==> src/rtl/nand_cal_pkg.sv <==
// Shared definitions for NAND PHY read-strobe / data delay calibration.
// Latency: n/a (types, constants and a pure function only).
// Backpressure: n/a.
package nand_cal_pkg;

  localparam int TAP_W    = 5;
  localparam int NUM_TAPS = 32;

  typedef enum logic [3:0] {
    ST_IDLE,
    ST_TAP_RST,
    ST_SETTLE,
    ST_REQ,
    ST_WAIT,
    ST_EVAL,
    ST_STEP,
    ST_CTR_RST,
    ST_CTR_INC,
    ST_CTR_SETTLE,
    ST_DONE,
    ST_ERR
  } cal_state_e;

  // Centre of a window, rounding towards the window start for even lengths.
  // Done one bit wider than a tap so start + half can never wrap.
  function automatic logic [TAP_W:0] centre_tap(input logic [TAP_W-1:0] start,
                                                input logic [TAP_W:0]   len);
    logic [TAP_W:0] half;
    half = (len - (TAP_W+1)'(1)) >> 1;
    return {1'b0, start} + half;
  endfunction

endpackage

==> src/rtl/nand_dqs_win_track.sv <==
// Tracks the current passing run and the longest run seen over a tap sweep.
// Latency: best_* reflect a sample one cycle after smp_vld_i.
// Backpressure: none; one sample accepted per cycle.
module nand_dqs_win_track
  import nand_cal_pkg::*;
#(
  parameter int TW = TAP_W
) (
  input  logic          clk0,
  input  logic          rst0_n,
  input  logic          clr_i,
  input  logic          smp_vld_i,
  input  logic          pass_i,
  input  logic [TW-1:0] tap_i,
  input  logic          last_i,
  output logic [TW-1:0] best_start_o,
  output logic [TW:0]   best_len_o
);

  logic          run_open_q;
  logic [TW-1:0] run_start_q;
  logic [TW:0]   run_len_q;
  logic [TW-1:0] best_start_q;
  logic [TW:0]   best_len_q;

  // Extend or close the open run on each sample; a run only displaces the best on strictly greater length.
  always_ff @(posedge clk0 or negedge rst0_n) begin
    if (!rst0_n) begin
      run_open_q   <= 1'b0;
      run_start_q  <= '0;
      run_len_q    <= '0;
      best_start_q <= '0;
      best_len_q   <= '0;
    end else if (clr_i) begin
      run_open_q   <= 1'b0;
      run_start_q  <= '0;
      run_len_q    <= '0;
      best_start_q <= '0;
      best_len_q   <= '0;
    end else if (smp_vld_i) begin
      if (pass_i) begin
        if (last_i) begin
          // Run touching the final tap is closed here so it still competes.
          if ((run_len_q + (TW+1)'(1)) > best_len_q) begin
            best_start_q <= run_open_q ? run_start_q : tap_i;
            best_len_q   <= run_len_q + (TW+1)'(1);
          end
          run_open_q <= 1'b0;
          run_len_q  <= '0;
        end else begin
          run_open_q  <= 1'b1;
          run_start_q <= run_open_q ? run_start_q : tap_i;
          run_len_q   <= run_len_q + (TW+1)'(1);
        end
      end else begin
        if (run_open_q && (run_len_q > best_len_q)) begin
          best_start_q <= run_start_q;
          best_len_q   <= run_len_q;
        end
        run_open_q <= 1'b0;
        run_len_q  <= '0;
      end
    end
  end

  assign best_start_o = best_start_q;
  assign best_len_o   = best_len_q;

endmodule

==> src/rtl/nand_dqs_cal_ctrl.sv <==
// Read-DQS IDELAY calibration: sweep all taps, find the longest passing window, park at its centre.
// Latency: ~NUM_TAPS*(SETTLE_CYCLES+read latency+3) cycles per calibration run.
// Backpressure: rd_req is held until rd_ack; a read not completed within TIMEOUT_CYCLES aborts to error.
module nand_dqs_cal_ctrl #(
  parameter int TAP_W          = 5,
  parameter int NUM_TAPS       = 32,
  parameter int SETTLE_CYCLES  = 8,
  parameter int MIN_WINDOW     = 3,
  parameter int TIMEOUT_CYCLES = 255
) (
  input  logic             clk0,
  input  logic             rst0_n,
  input  logic             cal_start,
  output logic             rd_req,
  input  logic             rd_ack,
  input  logic             rd_done,
  input  logic             rd_pass,
  output logic             dlyrst_dqs,
  output logic             dlyce_dqs,
  output logic             dlyinc_dqs,
  output logic             cal_busy,
  output logic             cal_done,
  output logic             cal_err,
  output logic [TAP_W-1:0] cur_tap,
  output logic [TAP_W-1:0] win_start,
  output logic [TAP_W:0]   win_len
);
  import nand_cal_pkg::*;

  localparam int SET_W = (SETTLE_CYCLES > 1) ? $clog2(SETTLE_CYCLES) : 1;
  localparam int TMO_W = $clog2(TIMEOUT_CYCLES + 1);

  cal_state_e       state_q;
  logic [TAP_W-1:0] cur_tap_q;
  logic [TAP_W:0]   centre_q;
  logic [SET_W-1:0] settle_q;
  logic [TMO_W-1:0] tmo_q;
  logic             ctr_ph_q;
  logic             pass_q;
  logic             rd_req_q;
  logic             dlyrst_q;
  logic             dlyce_q;
  logic             busy_q;
  logic             done_q;
  logic             err_q;

  logic start_ok;
  logic last_tap;
  logic settle_end;
  logic tmo_hit;

  assign start_ok   = cal_start && ((state_q == ST_IDLE) || (state_q == ST_DONE) || (state_q == ST_ERR));
  assign last_tap   = (cur_tap_q == TAP_W'(NUM_TAPS - 1));
  assign settle_end = (settle_q == SET_W'(SETTLE_CYCLES - 1));
  assign tmo_hit    = (tmo_q >= TMO_W'(TIMEOUT_CYCLES - 1));

  nand_dqs_win_track #(
    .TW (TAP_W)
  ) u_win_track (
    .clk0         (clk0),
    .rst0_n       (rst0_n),
    .clr_i        (start_ok),
    .smp_vld_i    (state_q == ST_EVAL),
    .pass_i       (pass_q),
    .tap_i        (cur_tap_q),
    .last_i       (last_tap),
    .best_start_o (win_start),
    .best_len_o   (win_len)
  );

  // Calibration sequencer; tap-control pulses default low every cycle so each one lasts a single cycle.
  always_ff @(posedge clk0 or negedge rst0_n) begin
    if (!rst0_n) begin
      state_q   <= ST_IDLE;
      cur_tap_q <= '0;
      centre_q  <= '0;
      settle_q  <= '0;
      tmo_q     <= '0;
      ctr_ph_q  <= 1'b0;
      pass_q    <= 1'b0;
      rd_req_q  <= 1'b0;
      dlyrst_q  <= 1'b0;
      dlyce_q   <= 1'b0;
      busy_q    <= 1'b0;
      done_q    <= 1'b0;
      err_q     <= 1'b0;
    end else begin
      dlyrst_q <= 1'b0;
      dlyce_q  <= 1'b0;
      case (state_q)
        ST_IDLE, ST_DONE, ST_ERR: begin
          if (cal_start) begin
            done_q    <= 1'b0;
            err_q     <= 1'b0;
            busy_q    <= 1'b1;
            cur_tap_q <= '0;
            centre_q  <= '0;
            dlyrst_q  <= 1'b1;
            state_q   <= ST_TAP_RST;
          end
        end
        ST_TAP_RST: begin
          settle_q <= '0;
          state_q  <= ST_SETTLE;
        end
        ST_SETTLE: begin
          if (settle_end) begin
            tmo_q    <= '0;
            rd_req_q <= 1'b1;
            state_q  <= ST_REQ;
          end else begin
            settle_q <= settle_q + SET_W'(1);
          end
        end
        ST_REQ: begin
          if (rd_ack) begin
            rd_req_q <= 1'b0;
            tmo_q    <= tmo_q + TMO_W'(1);
            state_q  <= ST_WAIT;
          end else if (tmo_hit) begin
            rd_req_q <= 1'b0;
            busy_q   <= 1'b0;
            err_q    <= 1'b1;
            state_q  <= ST_ERR;
          end else begin
            tmo_q <= tmo_q + TMO_W'(1);
          end
        end
        ST_WAIT: begin
          if (rd_done) begin
            pass_q  <= rd_pass;
            state_q <= ST_EVAL;
          end else if (tmo_hit) begin
            busy_q  <= 1'b0;
            err_q   <= 1'b1;
            state_q <= ST_ERR;
          end else begin
            tmo_q <= tmo_q + TMO_W'(1);
          end
        end
        ST_EVAL: begin
          // The last tap is never stepped past, so the IDELAY cannot wrap.
          if (last_tap) begin
            ctr_ph_q <= 1'b0;
            state_q  <= ST_CTR_RST;
          end else begin
            dlyce_q <= 1'b1;
            state_q <= ST_STEP;
          end
        end
        ST_STEP: begin
          cur_tap_q <= cur_tap_q + TAP_W'(1);
          settle_q  <= '0;
          state_q   <= ST_SETTLE;
        end
        ST_CTR_RST: begin
          // First cycle judges the now-final window; the tap reset pulse only follows if it is usable.
          if (!ctr_ph_q) begin
            if (win_len < (TAP_W+1)'(MIN_WINDOW)) begin
              busy_q  <= 1'b0;
              err_q   <= 1'b1;
              state_q <= ST_ERR;
            end else begin
              centre_q  <= centre_tap(win_start, win_len);
              cur_tap_q <= '0;
              dlyrst_q  <= 1'b1;
              ctr_ph_q  <= 1'b1;
            end
          end else begin
            settle_q <= '0;
            if (centre_q == '0) begin
              state_q <= ST_CTR_SETTLE;
            end else begin
              dlyce_q <= 1'b1;
              state_q <= ST_CTR_INC;
            end
          end
        end
        ST_CTR_INC: begin
          cur_tap_q <= cur_tap_q + TAP_W'(1);
          if (({1'b0, cur_tap_q} + (TAP_W+1)'(1)) == centre_q) begin
            settle_q <= '0;
            state_q  <= ST_CTR_SETTLE;
          end else begin
            dlyce_q <= 1'b1;
          end
        end
        ST_CTR_SETTLE: begin
          if (settle_end) begin
            busy_q  <= 1'b0;
            done_q  <= 1'b1;
            state_q <= ST_DONE;
          end else begin
            settle_q <= settle_q + SET_W'(1);
          end
        end
        default: state_q <= ST_IDLE;
      endcase
    end
  end

  assign rd_req     = rd_req_q;
  assign dlyrst_dqs = dlyrst_q;
  assign dlyce_dqs  = dlyce_q;
  assign dlyinc_dqs = 1'b1;
  assign cal_busy   = busy_q;
  assign cal_done   = done_q;
  assign cal_err    = err_q;
  assign cur_tap    = cur_tap_q;

endmodule

==> config.mk <==
export PLATFORM = sky130hd
export DESIGN_NAME = nand_dqs_cal_ctrl
export DESIGN_NICKNAME = d
export VERILOG_FILES = /design/src/rtl/nand_cal_pkg.sv /design/src/rtl/nand_dqs_win_track.sv /design/src/rtl/nand_dqs_cal_ctrl.sv
export SDC_FILE = /design/constraint.sdc
export NUM_CORES = 1
export LEC_CHECK = 0
export CELL_PAD_IN_SITES_DETAIL_PLACEMENT = 1
export CELL_PAD_IN_SITES_GLOBAL_PLACEMENT = 1
export CORE_ASPECT_RATIO = 1.4
export CORE_MARGIN = 3
export CORE_UTILIZATION = 51
export CTS_BUF_LIST = sky130_fd_sc_hd__clkbuf_4 sky130_fd_sc_hd__clkbuf_8
export DETAILED_ROUTE_END_ITERATION = 10
export PLACE_DENSITY_LB_ADDON = 0.1
export SKIP_CTS_REPAIR_TIMING = 1
export SYNTH_ARGS = -nofsm -noshare
export SYNTH_HDL_FRONTEND = slang
export SYNTH_HIERARCHICAL = 1
export SYNTH_SLANG_ARGS = --single-unit
==> constraint.sdc <==
create_clock -name clk0 -period 5.1 [get_ports clk0]
set_input_delay 0.51 -clock clk0 [delete_from_list [all_inputs] [get_ports clk0]]
set_output_delay 0.51 -clock clk0 [all_outputs]
set_load 0.005 [all_outputs]
==> impl_metrics.py <==
metrics = {
    "setup_path": {
        "crit_start": "state_q[0]",
        "cp-end-kind": "flop",
        "critPathMaxFanout": 32,
        "r2r_end": "u_win_track/best_start_o[3]",
        "timing.rr.start": "state_q[0]",
        "critPathLaunchType": "flop",
        "crit_required_ns": 5.33,
        "arrival_ns": 3.23,
        "reg2reg_depth": 9,
        "r2r_setup_slack_ns": 2.10,
        "endpoint": "u_win_track/best_start_o[3]",
        "path_class": "reg2reg",
    },
    "routing": {
        "drt_wl_total_mm": 11.5,
        "viasPerCell": 6.18,
        "vias": 3482,
        "wl_per_cell_microns": 20.5,
        "drc_errors": 0,
        "postRouteAntennaNets": 0,
        "drt_iter0_markers": 126,
        "drtPass1Iterations": 4,
    },
    "synth": {
        "yosysWarningCount": 6,
        "synthArstFlopShare": 1.00,
        "synth.distinct_cells": 74,
        "ys_seq_area_frac": 0.353,
        "yosys.area_share.adder": 0.0855,
        "synth-seq-cells": 57,
        "synth-compound-area-share": 0.215,
        "syn_inst": 445,
        "synth_area_per_cell_sq_um": 9.08,
        "synth_top_area_frac": 0.353,
        "synth_top_family_by_area": "compound AO/OA/AOI/OAI gates",
        "synth-simple-area-share": 0.199,
        "yosys.area.top_type": "dfrtp_1",
        "synth_mux_area_frac": 0.0331,
        "syn-cell-area_sq_um": 4040,
        "synthesis.nets": 478,
        "synth-main-ff-cell": "dfrtp_1",
        "synthTopCellsByArea": "dfrtp_1, ha_1, o21ai_0, nand2_1, a21oi_1",
        "synth-edff-count": 0,
        "synth_xor_area_frac": 0.0548,
    },
    "sta": {
        "relSlewSlack": 0.363,
        "finalSetupViolCount": 0,
        "finalCritPeriodShare": 0.588,
        "slew_violations": 0,
        "rsz0062_at_grt": "false",
        "worst_pin_slew_ns": 0.956,
        "timing.final.crit_period_ns": 3.00,
        "fin_setup_tns_ns": 0,
        "skew_ns": 0.00629,
        "finalHoldViolations": 0,
        "hold_ws_ns": 0.297,
        "fmax_mhz": 333,
    },
    "placed_design": {
        "io_buffers": 27,
        "dpl.hpwl_mm": 8.36,
        "dp_cells": 547,
        "gp_congestion": 0.929,
    },
    "floorplanning": {
        "design.core.area_sq_um": 7550,
        "start_util": 0.535,
        "dieWidth_microns": 81.2,
        "dieArea_sq_um": 9040,
        "rows": 37,
        "die_height_microns": 111,
        "io_pins": 29,
    },
    "clocking": {
        "clock-sinks": 57,
        "clkLatencyLatePin_ns": 0.35,
        "path_clk_slew_ns": 0.07,
        "h-tree-depth": 3,
        "root_buffer": "clkbuf_8",
        "clk_path_buf_depth": 2,
        "cts_buffers": 9,
        "cts_tree": "yes",
    },
    "finish": {
        "layout-drive-gt1-share": 0.0880,
        "antennaDiodeCount": 0,
        "fillers": 893,
        "nets": 494,
        "area_growth_pct": 12.4,
        "stdcell_count": 563,
    },
    "power": {
        "power_density_nw_per_um2": 421,
        "p_int_uw": 1160,
        "vdd_drop_max_uv": 336,
        "total_power_uw": 1910,
        "clkPwrFrac": 0.280,
        "switching_share": 0.392,
        "combinationalPowerShare": 0.362,
        "seqPwrFrac": 0.359,
        "leakage_uw": 0.00202,
        "p_switching_uw": 749,
    },
    "job": {
        "max_cap_viol_count": 0,
    },
    "global_routing": {
        "grt_pass1_wl_mm": 19.2,
        "groute.layer.met3.usage": 0.0423,
        "grt_max_degree": 58,
        "grt_pass1_vias": 3683,
        "grt.overflow.total": 0,
        "top_usage_layer": "met2",
        "grt_util_all_layers": 0.278,
        "met2_usage": 0.499,
        "met1_usage": 0.320,
        "antenna_found_initial": 0,
    },
    "worst_hold_path": {
        "hold_path.class": "in2async",
    },
    "outcome": {
        "status": "completed",
    },
}
## synth_stat cells, types with 3 or more instances
| library cell | count |
|---|---|
| a21oi_1 | 25 |
| buf_2 | 8 |
| mux2_2 | 3 |
| dfrtp_1 | 57 |
| nand4_1 | 7 |
| nand2b_1 | 7 |
| a22o_1 | 11 |
| xnor2_1 | 10 |
| nor2_1 | 30 |
| nand3_1 | 18 |
| buf_4 | 4 |
| nor3b_1 | 3 |
| clkbuf_1 | 6 |
| o311a_1 | 8 |
| nor3_1 | 8 |
| o31ai_1 | 4 |
| buf_6 | 4 |
| xor2_1 | 10 |
| and3_1 | 5 |
| ha_1 | 26 |
| nand2_1 | 35 |
| or3_1 | 5 |
| o21ai_1 | 5 |
| a31oi_1 | 8 |
| nor2b_1 | 9 |
| inv_1 | 22 |
| o21ai_0 | 32 |
| mux2i_1 | 10 |
| a21o_1 | 7 |
## per-stage QoR
stage	util	instance area, sq um	setup WS, ns
after floorplan	-	4040	2.73
after global placement	0.569	4300	2.31
after detailed placement	0.569	4300	2.24
after CTS	0.602	4540	2.17
after global routing	0.602	4540	1.84
final	0.602	4540	2.10
## worst max-delay path, cell delays in order, from the launching register on
cell and delay (ns):
dfrtp_1 0.97, inv_1 0.25, nor2_1 0.20, nand2_1 0.14
inv_1 0.14, nand2_1 0.08, a211o_1 0.33, a31oi_4 0.42
o21ai_0 0.19, o311a_1 0.16
## power groups by stage
stage | logic [uW] | registers [uW] | clock network [uW]
detailed placement | 681 | 689 | 0
global route | 769 | 706 | 566
finish | 692 | 686 | 535
global placement | 651 | 681 | 0
floorplan | 582 | 581 | 0
CTS | 691 | 683 | 546
## layer usage
| metal | vias to the layer above | share of wire | routed length (microns) |
|---|---|---|---|
| met4 | 0 | 0.030 | 344 |
| li1 | 1644 | - | - |
| met5 | - | 0 | 0 |
| met2 | 45 | 0.56 | 6430 |
| met3 | 25 | 0.019 | 223 |
| met1 | 1768 | 0.39 | 4530 |
## cells in the final DEF, fill, tap and decap left out, types with 8 or more instances in the layout
master / Yosys / final
o21ai_0: 32 / 32
a22o_1: 11 / 11
o311a_1: 8 / 8
mux2i_1: 10 / 10
clkdlybuf4s50_1: 0 / 26
nand2_1: 35 / 35
nor3_1: 8 / 8
clkbuf_8: 0 / 10
xnor2_1: 10 / 10
ha_1: 26 / 26
dfrtp_1: 57 / 57
a31oi_1: 8 / 8
nor2b_1: 9 / 9
xor2_1: 10 / 10
nor2_1: 30 / 30
inv_1: 22 / 22
nand3_1: 18 / 18
a21oi_1: 25 / 25
## flip-flops by register name, indices dropped and copies added, names as in the netlist, 3 cells and up
| name | cells |
|---|---|
| centre_q | 6 |
| cur_tap | 5 |
| settle_q | 3 |
| state_q | 4 |
| tmo_q | 8 |
| u_win_track/best_len_o | 6 |
| u_win_track/best_start_o | 5 |
| u_win_track/run_len_q | 6 |
| u_win_track/run_start_q | 5 |
## area by class of cell
class	instances	area, sq um	share of cell area
Clock inverter	5	103	0.0226
Tap cell	97	121	0.0267
Clock buffer	11	145	0.0319
Timing Repair Buffer	29	280	0.0617
Multi-Input combinational cell	340	2380	0.523
Sequential cell	57	1430	0.314
Inverter	24	90.1	0.0198
## worst min-delay path by stage
stage / slack [ns] / depth (start not counted) / endpoint / from
2_1_floorplan: 0.21 / 0 / cal_busy / rst0_n
3_3_place_gp: 0.47 / 1 / cal_busy / cal_busy
3_5_place_dp: 0.49 / 1 / u_win_track/run_start_q[4] / u_win_track/run_start_q[4]
4_1_cts: 0.33 / 2 / state_q[3] / rst0_n
5_1_grt: 0.35 / 2 / state_q[0] / rst0_n
6_report: 0.30 / 2 / state_q[1] / rst0_n
## logic make-up (layout without fill, tap and decap cells)
family,Yosys count,in the layout
muxes,13,13
and+or+nand+nor,152,152
other,1,1
DFF,57,57
AOI/OAI and AO/OA,125,125
adders and majority gates,27,27
buffers and inverters,48,69
xor gates and xnor gates,22,22
Power figures use the tool's default switching activity.
